**src/rtl/inst_fetch_if.sv**
```systemverilog
// inst_fetch_if: bus bundle between the fetch stage, the instruction ROM and
// the downstream decoder.
//   rom_addr  : fetch -> ROM, address (current pc)
//   rom_data  : ROM -> fetch, combinational instruction word
//   out_valid : fetch -> decoder, out_inst/out_pc hold a valid instruction
//   out_ready : decoder -> fetch, instruction accepted this cycle
//   out_inst  : fetch -> decoder, registered instruction
//   out_pc    : fetch -> decoder, address the instruction came from
// master = fetch stage side, slave = ROM/decoder side.
interface inst_fetch_if #(
    parameter int ADDR_W = 4,
    parameter int INST_W = 8
);
    logic [ADDR_W-1:0] rom_addr;
    logic [INST_W-1:0] rom_data;
    logic              out_valid;
    logic              out_ready;
    logic [INST_W-1:0] out_inst;
    logic [ADDR_W-1:0] out_pc;

    modport master (
        output rom_addr, out_valid, out_inst, out_pc,
        input  rom_data, out_ready
    );

    modport slave (
        input  rom_addr, out_valid, out_inst, out_pc,
        output rom_data, out_ready
    );
endinterface

```
**src/rtl/inst_fetch.sv**
```systemverilog
// inst_fetch: instruction fetch stage in front of a zero-latency ROM.
// Drives the ROM address from pc, registers the returned word and presents
// it to the decoder over valid/ready. Supports jump redirect (flushes the
// held word), back-pressure stalls, a HALT opcode that stops fetching until
// the next jump, and a saturating count of accepted handshakes.
// Ports:
//   clk, rst   : clock, synchronous active-high reset
//   jump_en    : single-cycle redirect request
//   jump_addr  : redirect target
//   halted     : fetch is parked in HALT
//   fetch_cnt  : accepted handshakes, saturating at all-ones
//   bus        : ROM address/data and decoder valid/ready/inst/pc
module inst_fetch #(
    parameter int                ADDR_W   = 4,
    parameter int                INST_W   = 8,
    parameter logic [ADDR_W-1:0] RESET_PC = '0,
    parameter logic [INST_W-1:0] HALT_OP  = 8'hFF,
    parameter int                CNT_W    = 16
) (
    input  logic              clk,
    input  logic              rst,
    input  logic              jump_en,
    input  logic [ADDR_W-1:0] jump_addr,
    output logic              halted,
    output logic [CNT_W-1:0]  fetch_cnt,
    inst_fetch_if.master      bus
);
    localparam logic [0:0] S_RUN  = 1'b0;
    localparam logic [0:0] S_HALT = 1'b1;

    logic [0:0]        state;
    logic [ADDR_W-1:0] pc;
    logic              vld;
    logic [INST_W-1:0] inst;
    logic [ADDR_W-1:0] opc;
    logic [CNT_W-1:0]  cnt;

    logic accept;
    logic slot_free;

    assign accept    = vld && bus.out_ready;
    assign slot_free = !vld || bus.out_ready;

    assign bus.rom_addr  = pc;
    assign bus.out_valid = vld;
    assign bus.out_inst  = inst;
    assign bus.out_pc    = opc;
    assign halted        = (state == S_HALT);
    assign fetch_cnt     = cnt;

    always_ff @(posedge clk) begin
        if (rst) begin
            state <= S_RUN;
            pc    <= RESET_PC;
            vld   <= 1'b0;
            inst  <= '0;
            opc   <= '0;
            cnt   <= '0;
        end else begin
            // A handshake completing in a jump cycle still retires.
            if (accept && cnt != {CNT_W{1'b1}})
                cnt <= cnt + 1'b1;

            if (jump_en) begin
                pc    <= jump_addr;
                vld   <= 1'b0;
                state <= S_RUN;
            end else if (state == S_RUN) begin
                if (slot_free) begin
                    inst <= bus.rom_data;
                    opc  <= pc;
                    vld  <= 1'b1;
                    // pc stays on the HALT word so rom_addr parks there.
                    if (bus.rom_data == HALT_OP)
                        state <= S_HALT;
                    else
                        pc <= pc + 1'b1;
                end
            end else begin
                // HALT: keep presenting the HALT word until taken.
                if (accept)
                    vld <= 1'b0;
            end
        end
    end
endmodule
```
**src/flat_wrapper.sv**
```systemverilog
// flat-port wrapper written by rule: the top's interface ports become plain ports
module inst_fetch_flat 
#(
    parameter int                ADDR_W   = 4,
    parameter int                INST_W   = 8,
    parameter logic [ADDR_W-1:0] RESET_PC = '0,
    parameter logic [INST_W-1:0] HALT_OP  = 8'hFF,
    parameter int                CNT_W    = 16
)
  (clk, rst, jump_en, jump_addr, halted, fetch_cnt, bus_rom_addr, bus_out_valid, bus_out_inst, bus_out_pc, bus_rom_data, bus_out_ready);
  inst_fetch_if #(.ADDR_W(ADDR_W), .INST_W(INST_W)) bus_i ();
  input  logic clk;
  input  logic rst;
  input  logic jump_en;
  input  logic [ADDR_W-1:0] jump_addr;
  output logic halted;
  output logic [CNT_W-1:0] fetch_cnt;
  output wire logic [$bits(bus_i.rom_addr)-1:0] bus_rom_addr;
  output wire logic [$bits(bus_i.out_valid)-1:0] bus_out_valid;
  output wire logic [$bits(bus_i.out_inst)-1:0] bus_out_inst;
  output wire logic [$bits(bus_i.out_pc)-1:0] bus_out_pc;
  input wire logic [$bits(bus_i.rom_data)-1:0] bus_rom_data;
  input wire logic [$bits(bus_i.out_ready)-1:0] bus_out_ready;
  assign bus_rom_addr = bus_i.rom_addr;
  assign bus_out_valid = bus_i.out_valid;
  assign bus_out_inst = bus_i.out_inst;
  assign bus_out_pc = bus_i.out_pc;
  assign bus_i.rom_data = bus_rom_data;
  assign bus_i.out_ready = bus_out_ready;
  inst_fetch #(.ADDR_W(ADDR_W), .INST_W(INST_W), .RESET_PC(RESET_PC), .HALT_OP(HALT_OP), .CNT_W(CNT_W)) u_core (.clk(clk), .rst(rst), .jump_en(jump_en), .jump_addr(jump_addr), .halted(halted), .fetch_cnt(fetch_cnt), .bus(bus_i));
endmodule
```
**config.mk**
```make
export PLATFORM = sky130hd
export DESIGN_NAME = inst_fetch_flat
export DESIGN_NICKNAME = d
export VERILOG_FILES = /design/src/rtl/inst_fetch_if.sv /design/src/rtl/inst_fetch.sv /design/src/flat_wrapper.sv
export SDC_FILE = /design/constraint.sdc
export NUM_CORES = 1
export LEC_CHECK = 0
export ABC_AREA = 1
export BUFFER_PORTS_ARGS = -buffer_cell sky130_fd_sc_hd__buf_2
export CAP_MARGIN = 5
export CELL_PAD_IN_SITES_DETAIL_PLACEMENT = 0
export CELL_PAD_IN_SITES_GLOBAL_PLACEMENT = 1
export CORE_MARGIN = 5
export CORE_UTILIZATION = 35
export DETAILED_ROUTE_END_ITERATION = 10
export GPL_TIMING_DRIVEN = 0
export PLACE_DENSITY_LB_ADDON = 0.1
export SLEW_MARGIN = 10
export SYNTH_ARGS = -nofsm -noshare
export SYNTH_HDL_FRONTEND = slang
export SYNTH_SLANG_ARGS = --single-unit
```
**constraint.sdc**
```tcl
create_clock -name clk -period 1.7 [get_ports clk]
set_clock_uncertainty 0.15 [all_clocks]
set_input_delay 0.34 -clock clk [delete_from_list [all_inputs] [get_ports clk]]
set_output_delay 0.34 -clock clk [all_outputs]
set_load 0.02 [all_outputs]
```
== Yosys cells after proc, flatten, opt, wreduce, memory -nomap -nowiden ==
Index checks and enable logic that the tools add are counted.

* Flip-flop bits (word level): 34
* Logic and storage cells: 35
* Output and inout bits: 34

* Muxes and demuxes: 10
* Eq/ne operators: 5
* Reductions and logical operators: 10
* $add $sub $neg: 2
* Bitwise gates (word level): 2

{| class="wikitable"
|+ Operators with widths
! operator !! count
|-
| 16-bit by 1-bit adder with 16-bit output, second input constant || 1
|-
| 4-bit two-way mux || 4
|-
| 16-bit != test, second input constant || 1
|-
| 8-bit == test, second input constant || 1
|-
| 1-bit two-way mux || 6
|-
| 2-bit != test, second input constant || 3
|-
| 3-bit AND reduction || 2
|-
| 4-bit by 1-bit adder with 4-bit output, second input constant || 1
|-
| 2-bit nonzero test || 2
|-
| 1-bit logical AND || 2
|-
| 1-bit NOT || 2
|-
| 2-bit AND reduction || 1
|-
| 2-bit OR reduction || 1
|-
| 1-bit zero test || 1
|-
| 1-bit logical OR || 1
|}

== Logic depth before layout (Yosys ltp) ==
* Depth in word-level cells: 5
* Depth in mapped cells: 9
* Gate-level depth less buffers: 9

== Least setup slack after synthesis ==
No wires, ideal clock.

* Kind: reg-to-reg
* Start: register u_core.cnt[0] (netlist: u_core.fetch_cnt[0])
* End: register u_core.cnt[14] (netlist: u_core.fetch_cnt[14])
* Setup time: 0.115 ns
* Data arrival time: 1.375 ns
* Path buffers: 1
* Required time: 1.435 ns
* Path slack: 0.060 ns
* Stages on the path, launching flop included: 8
* Path through: dfxtp_1 -> ha_1 -> inv_1 -> nor2_4 -> nand4_4 -> buf_6 -> a21oi_1 -> nor2_1

* Word-level cells in the longest chain between the ends: 2
* Elaborated cells between the ends (all ways): 3
* Classes of those cells: add/sub (1); eq/ne (1); reduce/logical (1)

{| class="wikitable"
|+ Ends and longest elaborated chain
! item !! RTL line !! source
|-
| start, declared || inst_fetch.sv:36 || <nowiki>logic [CNT_W-1:0] cnt;</nowiki>
|-
| start signal, assigned || inst_fetch.sv:62 || <nowiki>cnt <= cnt + 1'b1;</nowiki>
|-
| parallel branches: the longest is 2 deep, another holds 16-bit by 1-bit adder with 16-bit output || - ||
|}

Several ways; the timed one is not identified.
A chain may end at the register's enable or synchronous reset.

== Worst setup path after layout ==
Ends and elaborated chain as after synthesis.

==> results.sh <==
export IMPL_hold_viol=0
export IMPL_clockBufferDepth=2
export IMPL_maxCapViolCount=0
export IMPL_reg2reg_depth=7
export IMPL_relSlewSlack_pct=66.5
export IMPL_r2r_end="u_core.fetch_cnt[14]$_SDFFE_PP0P_"
export IMPL_async_flop_share_pct=0
export IMPL_routedWlPerCell_um=11.6
export IMPL_pwr_share_seq_pct=50.5
export IMPL_end_kind="flip-flop"
export IMPL_grt_ovfl_total=0
export IMPL_min_period_ns=1.54
export IMPL_synth_simple_area_share_pct=40.0
export IMPL_clk_pin_slew_worst_paths_ns=0.07
export IMPL_drive_gt1_share_pct=23.1
export IMPL_yosysMostFrequentCell="nor2_1"
export IMPL_power_density_mw_per_mm2=812
export IMPL_synth_nets=267
export IMPL_status="finished, final reports clean"
export IMPL_fillers=520
export IMPL_synthDominantCellAreaShare_pct=41.0
export IMPL_ir_drop_mv=0.372
export IMPL_critical_path_class="reg2reg"
export IMPL_finalPower_w=0.00169
export IMPL_ant_nets=0
export IMPL_worst_ep_required_time_ns=1.73
export IMPL_synth_top_family_by_area="simple AND/OR/NAND/NOR gates"
export IMPL_fin_nets=324
export IMPL_clock_fmax_mhz=648
export IMPL_rows=25
export IMPL_port_buffers=49
export IMPL_grt_pass1_wl_um=7170
export IMPL_io_pins=50
export IMPL_die_x_um=78.9
export IMPL_gp_congestion=0.804
export IMPL_cts_sinks=34
export IMPL_synth_fa_ha_area_share_pct=1.51
export IMPL_area_growth_pct=25.3
export IMPL_avgSynthCellArea_um2=6.66
export IMPL_yosysTopAreaCell="dfxtp_1"
export IMPL_antennaDiodeCount=0
export IMPL_synth_main_ff_cell="dfxtp_1"
export IMPL_worst_path_max_fanout=10
export IMPL_synth_seq_cells=34
export IMPL_cts_tree="done"
export IMPL_p_sw_share_pct=27.1
export IMPL_die_area_mm2=0.00622
export IMPL_h_tree_depth=2
export IMPL_core_mm2=0.00466
export IMPL_ys_warn_count=0
export IMPL_grt_pass1_vias=1558
export IMPL_grt_setup_unrepaired="no"
export IMPL_antenna_found_initial=0
export IMPL_drtIter0Drc=49
export IMPL_p_clk_share_pct=37.5
export IMPL_drc_errors=0
export IMPL_vias=1715
export IMPL_slew_viol_final=0
export IMPL_start_kind="flip-flop"
export IMPL_synth_mux_area_fraction_pct=0
export IMPL_synth_xor_area_share_pct=0.528
export IMPL_min_period_over_period_pct=90.7
export IMPL_clockRootBuffer="clkbuf_8"
export IMPL_p_leak_nw=0.963
export IMPL_finalSetupViolations=0
export IMPL_grt_max_degree=11
export IMPL_routed_wl_um=4200
export IMPL_cts_made_buffers=5
export IMPL_synthCells=249
export IMPL_p_sw_w=0.000458
export IMPL_hpwlAfterDp_um=3200
export IMPL_synth_compound_area_share_pct=10.8
export IMPL_start_util_pct=35.6
export IMPL_holdCritPathClass="in2reg"
export IMPL_worstReg2RegStart="u_core.fetch_cnt[0]$_SDFFE_PP0P_"
export IMPL_tightest_slew_ns=0.503
export IMPL_cp_startpoint="u_core.fetch_cnt[0]$_SDFFE_PP0P_"
export IMPL_fp_dieH_um=78.9
export IMPL_seq_area_frac_synth_pct=41.0
export IMPL_vias_per_cell=4.75
export IMPL_synth_area_top_cells="dfxtp_1, nor2_1, nand2_1"
export IMPL_cts_hold_buffers=0
export IMPL_intPower_w=0.00123
export IMPL_cp_endpoint="u_core.fetch_cnt[14]$_SDFFE_PP0P_"
export IMPL_grt_use_total_pct=14.5
export IMPL_p_comb_share_pct=12.0
export IMPL_netlist_area_mm2=0.00166
export IMPL_synth_edf_count=0
export IMPL_yosys_top_cells_count="nor2_1, nand2_1, dfxtp_1"
export IMPL_synth_cell_type_count=19
export IMPL_crit_arrival_ns=1.58
export IMPL_worst_r2r_setup_slack_ns=0.16
export IMPL_first_pass_iters=4
export IMPL_tns_ns=0
export IMPL_insertion_delay_ns=0.29
critical path, cell delays in order, from the launching register on:
cell and delay [ns]:
dfxtp_2 0.37, ha_1 0.15, inv_1 0.08, nor2_4 0.15
nand4_4 0.15, buf_6 0.19, a21oi_1 0.14, nor2_1 0.05
cells by family after synthesis:
logic type / Yosys count
adders and majority gates: 2
xor gates and xnor gates: 1
DFF: 34
buffers and inverters: 22
and+or+nand+nor: 155
AOI/OAI and AO/OA: 35
state kept, by name (all words and copies together), names as in the netlist:
name                  count
u_core.bus.out_pc         4
u_core.fetch_cnt         16
u_core.halted             1
u_core.bus.rom_addr       4
u_core.bus.out_inst       8
u_core.bus.out_valid      1
cell type report:
| class | count | area, um^2 | share of cell area [%] |
|---|---|---|---|
| Inverter | 15 | 56.3 | 2.71 |
| Buffer | 7 | 46.3 | 2.23 |
| Clock buffer | 7 | 86.3 | 4.15 |
| Multi-Input combinational cell | 193 | 881 | 42.4 |
| Tap cell | 54 | 67.6 | 3.25 |
| Clock inverter | 1 | 5.00 | 0.241 |
| Sequential cell | 34 | 683 | 32.9 |
| Timing Repair Buffer | 50 | 253 | 12.2 |
how the worst min path moves through the flow:
stage                                        startpoint                                   to  slack (ns)  cells after the start
finish                                              rst  u_core.bus.rom_addr[3]$_SDFFE_PP0P_        0.12                      2
detailed placement  u_core.bus.out_inst[5]$_SDFFE_PP0P_  u_core.bus.out_inst[5]$_SDFFE_PP0P_        0.32                      2
global route                                        rst  u_core.bus.rom_addr[2]$_SDFFE_PP0P_        0.12                      2
global placement    u_core.bus.out_inst[4]$_SDFFE_PP0P_  u_core.bus.out_inst[4]$_SDFFE_PP0P_        0.31                      2
CTS                                                 rst  u_core.bus.rom_addr[3]$_SDFFE_PP0P_        0.11                      2
floorplan                                           rst  u_core.bus.rom_addr[0]$_SDFFE_PP0P_        0.26                      1
layer usage:
| metal | track usage (%) | wire length (um) |
|---|---|---|
| met1 | 19.2 | 2110 |
| met2 | 21.6 | 1730 |
| met3 | 4.88 | 292 |
| met4 | 5.67 | 65 |
| met5 | 0 | 0 |
power groups by stage:
stage / sequential [W] / clock, W / combinational, W
after floorplan: 0.000909 / 0 / 0.0000884
after global placement: 0.000871 / 0 / 0.000205
after detailed placement: 0.000871 / 0 / 0.000205
after CTS: 0.000853 / 0.000655 / 0.000206
after global routing: 0.000858 / 0.000702 / 0.000230
final: 0.000852 / 0.000633 / 0.000203
cells in the final DEF (no fill, tap or decap), types with 3 or more instances in the layout:
master and count:
nand3_1 23, nor2_1 64, nand2_1 58, o21ai_0 16
a21oi_1 18, inv_1 15, clkbuf_8 6, clkbuf_1 3
dfxtp_1 32, nor2_4 4, buf_2 50
through the flow:
stage | worst slack [ns] | area, um^2 | std cells | util, % | hold WS, ns
6_report | 0.158 | 2080 | 361 | 44.6 | 0.116
5_1_grt | 0.00703 | 2080 | 361 | 44.6 | 0.117
4_1_cts | 0.0310 | 2060 | 360 | 44.3 | 0.109
3_5_place_dp | 0.0402 | 1970 | 352 | 42.3 | 0.317
3_3_place_gp | 0.0462 | 1970 | 352 | 42.3 | 0.306
2_1_floorplan | 0.0604 | 1660 | 249 | - | 0.259
repair_timing:
| item | in CTS | in global routing |
|---|---|---|
| buffers inserted | 0 | 1 |
| endpoints found under the setup margin | 0 | 13 |
| resized for setup | 0 | 4 |
Note: power is estimated with default switching activity, not from simulation.
